`src/rtl/sapho_io_bridge.sv`:
```
`default_nettype none
// +--------------------------------------------------------------------------+
// | sapho_io_bridge: per-port input holding buffers, output FIFO, interrupt. |
// | Revision: 1.0                                                            |
// +--------------------------------------------------------------------------+
module sapho_io_bridge #(
  parameter int                NUBITS = 32,
  parameter int                NUIOIN = 8,
  parameter int                NUIOOU = 8,
  parameter int                ODEPTH = 4,
  parameter logic [NUIOIN-1:0] ITRMSK = '0
) (
  input  logic                        clk,
  input  logic                        rst,
  input  logic                        req_in,
  input  logic [$clog2(NUIOIN)-1:0]   addr_in,
  output logic [NUBITS-1:0]           io_in,
  input  logic                        out_en,
  input  logic [$clog2(NUIOOU)-1:0]   addr_out,
  input  logic [NUBITS-1:0]           data_out,
  output logic                        itr,
  input  logic [NUIOIN*NUBITS-1:0]    ext_in_data,
  input  logic [NUIOIN-1:0]           ext_in_valid,
  output logic [NUIOIN-1:0]           ext_in_ready,
  output logic                        ext_out_valid,
  input  logic                        ext_out_ready,
  output logic [$clog2(NUIOOU)-1:0]   ext_out_addr,
  output logic [NUBITS-1:0]           ext_out_data,
  output logic                        err_rd_empty,
  output logic                        err_ovf
);

  localparam int AIW = $clog2(NUIOIN);
  localparam int AOW = $clog2(NUIOOU);
  localparam int PW  = $clog2(ODEPTH);
  localparam int CW  = PW + 1;
  localparam int EW  = AOW + NUBITS;
  localparam logic [CW-1:0] c_depth = CW'(ODEPTH);

  // ---------------- input side ----------------
  logic [NUBITS-1:0] r_buf [NUIOIN];
  logic [NUIOIN-1:0] r_full;
  logic [NUIOIN-1:0] w_in_xfer;
  logic [NUIOIN-1:0] w_rd_hit;
  logic              r_err_rd;

  assign ext_in_ready = ~r_full;
  assign w_in_xfer    = ext_in_valid & ~r_full;
  assign io_in        = r_buf[addr_in];

  always_comb begin
    w_rd_hit = '0;
    if (req_in)
      w_rd_hit[addr_in] = 1'b1;
  end

  // An arriving word wins over a same-cycle read: that read saw the old value.
  always_ff @(posedge clk or negedge rst) begin
    if (!rst) begin
      for (int i = 0; i < NUIOIN; i++)
        r_buf[i] <= '0;
      r_full   <= '0;
      r_err_rd <= 1'b0;
    end else begin
      for (int i = 0; i < NUIOIN; i++) begin
        if (w_in_xfer[i]) begin
          r_buf[i]  <= ext_in_data[i*NUBITS +: NUBITS];
          r_full[i] <= 1'b1;
        end else if (w_rd_hit[i]) begin
          r_full[i] <= 1'b0;
        end
      end
      if (req_in && !r_full[addr_in])
        r_err_rd <= 1'b1;
    end
  end

  assign err_rd_empty = r_err_rd;

  // ---------------- output FIFO ----------------
  logic [EW-1:0] r_mem [ODEPTH];
  logic [PW-1:0] r_wptr;
  logic [PW-1:0] r_rptr;
  logic [CW-1:0] r_count;
  logic          r_err_ovf;
  logic          w_empty;
  logic          w_full;
  logic          w_pop;
  logic          w_push;
  logic [EW-1:0] w_head;

  assign w_empty = (r_count == '0);
  assign w_full  = (r_count == c_depth);
  assign w_pop   = !w_empty && ext_out_ready;
  assign w_push  = out_en && (!w_full || w_pop);
  assign w_head  = r_mem[r_rptr];

  assign ext_out_valid = !w_empty;
  assign ext_out_addr  = w_head[NUBITS +: AOW];
  assign ext_out_data  = w_head[NUBITS-1:0];
  assign err_ovf       = r_err_ovf;

  always_ff @(posedge clk) begin
    if (w_push)
      r_mem[r_wptr] <= {addr_out, data_out};
  end

  always_ff @(posedge clk or negedge rst) begin
    if (!rst) begin
      r_wptr    <= '0;
      r_rptr    <= '0;
      r_count   <= '0;
      r_err_ovf <= 1'b0;
    end else begin
      if (w_push)
        r_wptr <= r_wptr + 1'b1;
      if (w_pop)
        r_rptr <= r_rptr + 1'b1;
      r_count <= r_count + CW'(w_push) - CW'(w_pop);
      if (out_en && !w_push)
        r_err_ovf <= 1'b1;
    end
  end

  // ---------------- interrupt ----------------
  logic w_pend;
  logic r_pend_d;
  logic r_itr;

  assign w_pend = |(r_full & ITRMSK);
  assign itr    = r_itr;

  always_ff @(posedge clk or negedge rst) begin
    if (!rst) begin
      r_pend_d <= 1'b0;
      r_itr    <= 1'b0;
    end else begin
      r_pend_d <= w_pend;
      r_itr    <= w_pend && !r_pend_d;
    end
  end

endmodule
`default_nettype wire
```
`config.mk`:
```
export PLATFORM = sky130hd
export DESIGN_NAME = sapho_io_bridge
export DESIGN_NICKNAME = d
export VERILOG_FILES = /design/src/rtl/sapho_io_bridge.sv
export SDC_FILE = /design/constraint.sdc
export NUM_CORES = 1
export LEC_CHECK = 0
export BUFFER_PORTS_ARGS = -buffer_cell sky130_fd_sc_hd__buf_2
export CAP_MARGIN = 5
export CORE_MARGIN = 5
export CORE_UTILIZATION = 35
export CTS_BUF_LIST = sky130_fd_sc_hd__clkbuf_4
export CTS_CLUSTER_DIAMETER = 200
export DETAILED_ROUTE_END_ITERATION = 12
export GPL_ROUTABILITY_DRIVEN = 0
export MAX_ROUTING_LAYER = met4
export PLACE_DENSITY_LB_ADDON = 0.12
export SYNTH_ARGS = -nofsm -noshare
export SYNTH_HDL_FRONTEND = slang
export SYNTH_SLANG_ARGS = --single-unit
```
`constraint.sdc`:
```
create_clock -name clk -period 2.15 [get_ports clk]
set_input_delay 0.1075 -clock clk [delete_from_list [all_inputs] [get_ports clk]]
set_output_delay 0.1075 -clock clk [all_outputs]
set_load 0.02 [all_outputs]
```
==> results.md, run 1 <==
* Last stage: clock tree synthesis
* CTS sink cnt at 413
* Status: stopped before the end
* Die height at 234.0 µm
* Hold buffers post-CTS at 469
* Yosys cell types at 43
* IO Pins at 386
* CTS root buf: clkbuf_4
* Num CTS Buffers at 113
* Post-synthesis sequential area ratio at 62.83%
* Async SR Flop Fraction at 66.10%
* Post-detail-place hpwl at 38.14 mm
* Syn_area_per_cell at 15.97 µm²
* Post-CTS Repair Setup Buffers at 7
* # resized after CTS at 127
* Clk buf depth at 3
* Top cells by area, synth: dfrtp_1 (39%), edfxtp_1 (24%), mux2_2 (18%)
* H-tree depth at 3
* Top_reg_cell synth: dfrtp_1
* Row cnt at 82
* YS warnings at 0
* Synthesized Nets at 1414
* Yosys top cell by area: dfrtp_1
* Mapped cell area at 17560 µm²
* Post-synth EDFFs at 140
* Tool Error: [ERROR RSZ-0060] Max buffer count reached.
* Starting Density at 35.23%
* Synthesized flop and latch total at 413
* Share of the synthesized area in the top cell type at 38.89%
* PortBufs at 384
* Gate Count Post-Synth at 1100
* Horiz. Die Dim at 234.0 µm
## metrics by stage
stage / cell area (µm²) / setup TNS (ns) / instances / worst slack [ns] / hold WS, ns
detailed placement: 20670 / -0.001755 / 2135 / -0.001755 / 0.09266
global placement: 20670 / 0 / 2135 / 0.04937 / 0.08236
floorplan: 17580 / 0 / 1100 / 0.007409 / -0.1881
## synthesized netlist by cell type (3+ instances only)
library cell	number
a21oi_1	20
a221oi_1	21
a22o_1	5
a22oi_1	27
and2_1	8
buf_2	46
buf_4	9
buf_6	4
clkbuf_1	20
dfrtp_1	273
edfxtp_1	140
ha_1	6
inv_1	15
mux2_1	17
mux2_2	282
mux2i_1	38
mux4_2	37
nand2_1	16
nand2b_1	7
nor2_1	23
nor2b_1	11
o211ai_1	4
o21ai_0	15
o221ai_1	5
o22a_1	12
o22ai_1	11
o2bb2ai_1	5
xnor2_1	3
## logic make-up after synthesis
group / share of synthesized area (%)
flops: 62.83
mux: 26.08
compound gates: 5.556
buf+inv: 2.700
simple gates: 2.023
fa+ha+maj: 0.5414
xor+xnor: 0.2494
other cells: 0.02135
==> inputs of run 2 (changes only) <==
==> config.mk (replaced) <==
export PLATFORM = sky130hd
export DESIGN_NAME = sapho_io_bridge
export DESIGN_NICKNAME = d
export VERILOG_FILES = /design/src/rtl/sapho_io_bridge.sv
export SDC_FILE = /design/constraint.sdc
export NUM_CORES = 1
export LEC_CHECK = 0
export BUFFER_PORTS_ARGS = -buffer_cell sky130_fd_sc_hd__buf_2
export CAP_MARGIN = 5
export CORE_MARGIN = 5
export CORE_UTILIZATION = 20
export DETAILED_ROUTE_END_ITERATION = 12
export GPL_ROUTABILITY_DRIVEN = 0
export PLACE_DENSITY_LB_ADDON = 0.15
export SYNTH_ARGS = -nofsm -noshare
export SYNTH_HDL_FRONTEND = slang
export SYNTH_SLANG_ARGS = --single-unit
==> constraint.sdc (replaced) <==
create_clock -name clk -period 2.8 [get_ports clk]
set_input_delay 0.14 -clock clk [delete_from_list [all_inputs] [get_ports clk]]
set_output_delay 0.14 -clock clk [all_outputs]
set_load 0.02 [all_outputs]
==> run 2 against run 1 <==
The run now ends clean; synthesized cell count did not move; area after synthesis did not move.
==> results.md, run 2 <==
* Simple-gate share of the synthesized area at 2.023% (unchanged)
* CTS root buf: clkbuf_16
* Yosys cell types at 43 (unchanged)
* Vias in the first global route at 13996
* Clk pwr share at 26.9%
* Post-synthesis compound-gate area fraction at 5.556% (unchanged)
* Num CTS Buffers at 52 (-54%)
* Remaining antenna violation count at 0
* Power Density at 937.6 nW/µm²
* Core Footprint at 87020 µm²
* RSZ-0062 raised after global routing: no
* Endpoints failing setup at 0
* Synthesized Nets at 1414 (unchanged)
* IO Pins at 386 (unchanged)
* Post-detail-place hpwl at 44.24 mm (+16%)
* Initial drt markers at 499
* Largest vdd supply drop at 0.5791 mV
* Syn_area_per_cell at 15.97 µm² (unchanged)
* Top reg by flops: r_buf
* XOR/XNOR share of the synthesized area at 0.2493% (unchanged)
* Row cnt at 108 (+32%)
* Pleak at 10.51 nW
* YS warnings at 0 (unchanged)
* Crit share post-route at 88.26%
* Top cells by count, synth: mux2_2 (282), dfrtp_1 (273), edfxtp_1 (140)
* FMAX at 0.4047 GHz
* Final slew viol count at 0
* PortBufs at 384 (unchanged)
* Gate Count Post-Synth at 1100 (unchanged)
* Horiz. Die Dim at 306.3 µm (+31%)
* Share of cells above drive strength 1 at 45.37%
* Post-CTS Repair Setup Buffers at 0 (-7)
* CP max FO at 2
* Via count at 12397
* Placed cell count at 2605 (+22%)
* Status: finished clean
* DRT Pass-1 Iters at 4
* Starting Density at 20.18% (-15 points)
* Post-Synth Adder-Cell Area at 0.5414% (unchanged)
* Async SR Flop Fraction at 66.10% (unchanged)
* Pint at 0.01653 W
* Worst setup EP type: output pin
* Die area at 93850 µm²
* Count leader, synth: mux2_2
* Critical Path AT at 2.33 ns
* Top cells by area, synth: dfrtp_1 (39%), edfxtp_1 (24%), mux2_2 (18%)
* Worst Skew at 0.02962 ns
* First-pass GRT wire length at 93.41 mm
* Beginning of the critical path: r_buf[143]
* Setup Total Neg Slack at 0 ns
* Switch share at 31.82%
* Mux contribution to synthesized area at 26.08% (unchanged)
* Max FFs per register at 256
* Relative slew slack at 16.64%
* P_sw at 0.007713 W
* R2R Path Start: r_count[2]
* Logic pwr share at 32.5%
* CTS sink cnt at 413 (unchanged)
* Clock transition at path regs at 0.06 ns
* Total overflow reported by the global router at 0
* Clk buf depth at 3 (unchanged)
* Yosys top cell by area: dfrtp_1
* TritonCTS clock tree: yes
* Worst Hold Class: input port to asynchronous set/reset pin
* Minimum clock period at 2.471 ns
* Initial antenna violation count at 14
* GRT Overall Usage at 13.23%
* Clk_lat worst skew at 0.61 ns
* Mapped cell area at 17560 µm² (unchanged)
* Commonest non-fill, non-tap cell in the layout: buf_2
* Largest family of logic cells by synthesized area: multiplexers
* Sequential power share at 40.6%
* Most frequent cells in the layout: buf_2 (380), dlygate4sd3_1 (305), mux2_2 (282)
* Top_reg_cell synth: dfrtp_1
* H-tree depth at 2 (-1)
* Nets at 2123
* Max Cap Viol at 0
* Wire per inst at 21.06 µm
* Worst setup SP type: register
* Die height at 306.3 µm (+31%)
* Largest regs: r_buf (256), r_mem (140), r_full (8)
* Vias per inst at 4.119
* Worst-Margin Slew at 1.246 ns
* # resized after CTS at 0 (-100%)
* Remaining DRCs at 0
* Post-synthesis sequential area ratio at 62.83% (unchanged)
* Hold buffers post-CTS at 305 (-35%)
* CP required at 2.66 ns
* Routed wire length at 63.40 mm
* Fin. Hold Viols at 0
* P&R area growth vs syn at 47.19%
* CP Class: register to output pin
* Post-synth EDFFs at 140 (unchanged)
* Fin cells at 3010
* Share of the synthesized area in the top cell type at 38.89% (unchanged)
* Largest net degree at the start of global routing at 76
* Synthesized flop and latch total at 413 (unchanged)
-- run 2: power groups by stage --
stage	clock [W]	sequential, W	combinational, W
after floorplan	0	0.00944	0.00521
after global placement	0	0.00991	0.00759
after detailed placement	0	0.00996	0.00764
after CTS	0.00683	0.00986	0.00808
after global routing	0.00705	0.0101	0.00856
final	0.00652	0.00984	0.00788
-- run 2: worst paths after layout --
path                               to  slack, ns  cells past startpoint
setup / recovery            io_in[15]       0.33                      4
hold / removal             r_buf[117]       0.03                      2
setup reg to reg           r_count[2]       0.46                      9
hold reg to reg            r_count[2]       0.48                      1
max in group asynchronous  r_buf[220]       1.99                      3
min in group clk            r_full[0]       0.07                      3
-- run 2: cells by family (layout without fill, tap and decap cells) --
logic type	after synthesis	in the layout
AO/OA/AOI/OAI	134	134
XOR/XNOR	5	5
adder cells (fa/ha/maj)	7	7
buffers and inverters	94	841
flip-flops	413	413
multiplexers	374	374
other	1	9
AND/OR/NAND/NOR	72	72
-- run 2: layer usage --
| metal | wire (µm) | vias up | global-route usage, % |
|---|---|---|---|
| li1 | - | 5609 | - |
| met1 | 28930 | 6347 | 18.02 |
| met2 | 30020 | 342 | 21.79 |
| met3 | 3102 | 93 | 2.658 |
| met4 | 1299 | 6 | 3.157 |
| met5 | 41 | - | 0 |
-- run 2: cell type report --
| cell class | count | area, µm² |
|---|---|---|
| fill | 8924 | 61170 |
| sequential | 413 | 11040 |
| multi-input combinational | 593 | 6122 |
| timing repair buffer | 734 | 5530 |
| clock buffer | 71 | 1454 |
| tap | 1155 | 1445 |
| clock inverter | 21 | 187.7 |
| inverter | 15 | 56.30 |
| antenna | 8 | 20.02 |
-- run 2: critical path: stages, from the launching register on --
cell and delay, ns:
dfrtp_1 0.37, mux2_1 0.37, a221oi_1 0.61, o22ai_1 0.20
buf_2 0.20
-- run 2: metrics by stage --
step                      hold slack [ns]  setup slack (ns)  util, %  cell area, µm²  power, W
after global placement            0.08252            0.4137    24.29           21140   0.01750
after global routing              0.04275            0.1734    29.70           25840   0.02573
after CTS                        0.004334            0.2069    29.69           25830   0.02477
after detailed placement          0.08330            0.4190    24.29           21140   0.01760
final                             0.03172            0.3288    29.71           25850   0.02424
after floorplan                   -0.1556            0.4497        -           17560   0.01464
No activity file was read; power rests on OpenSTA's default activity.
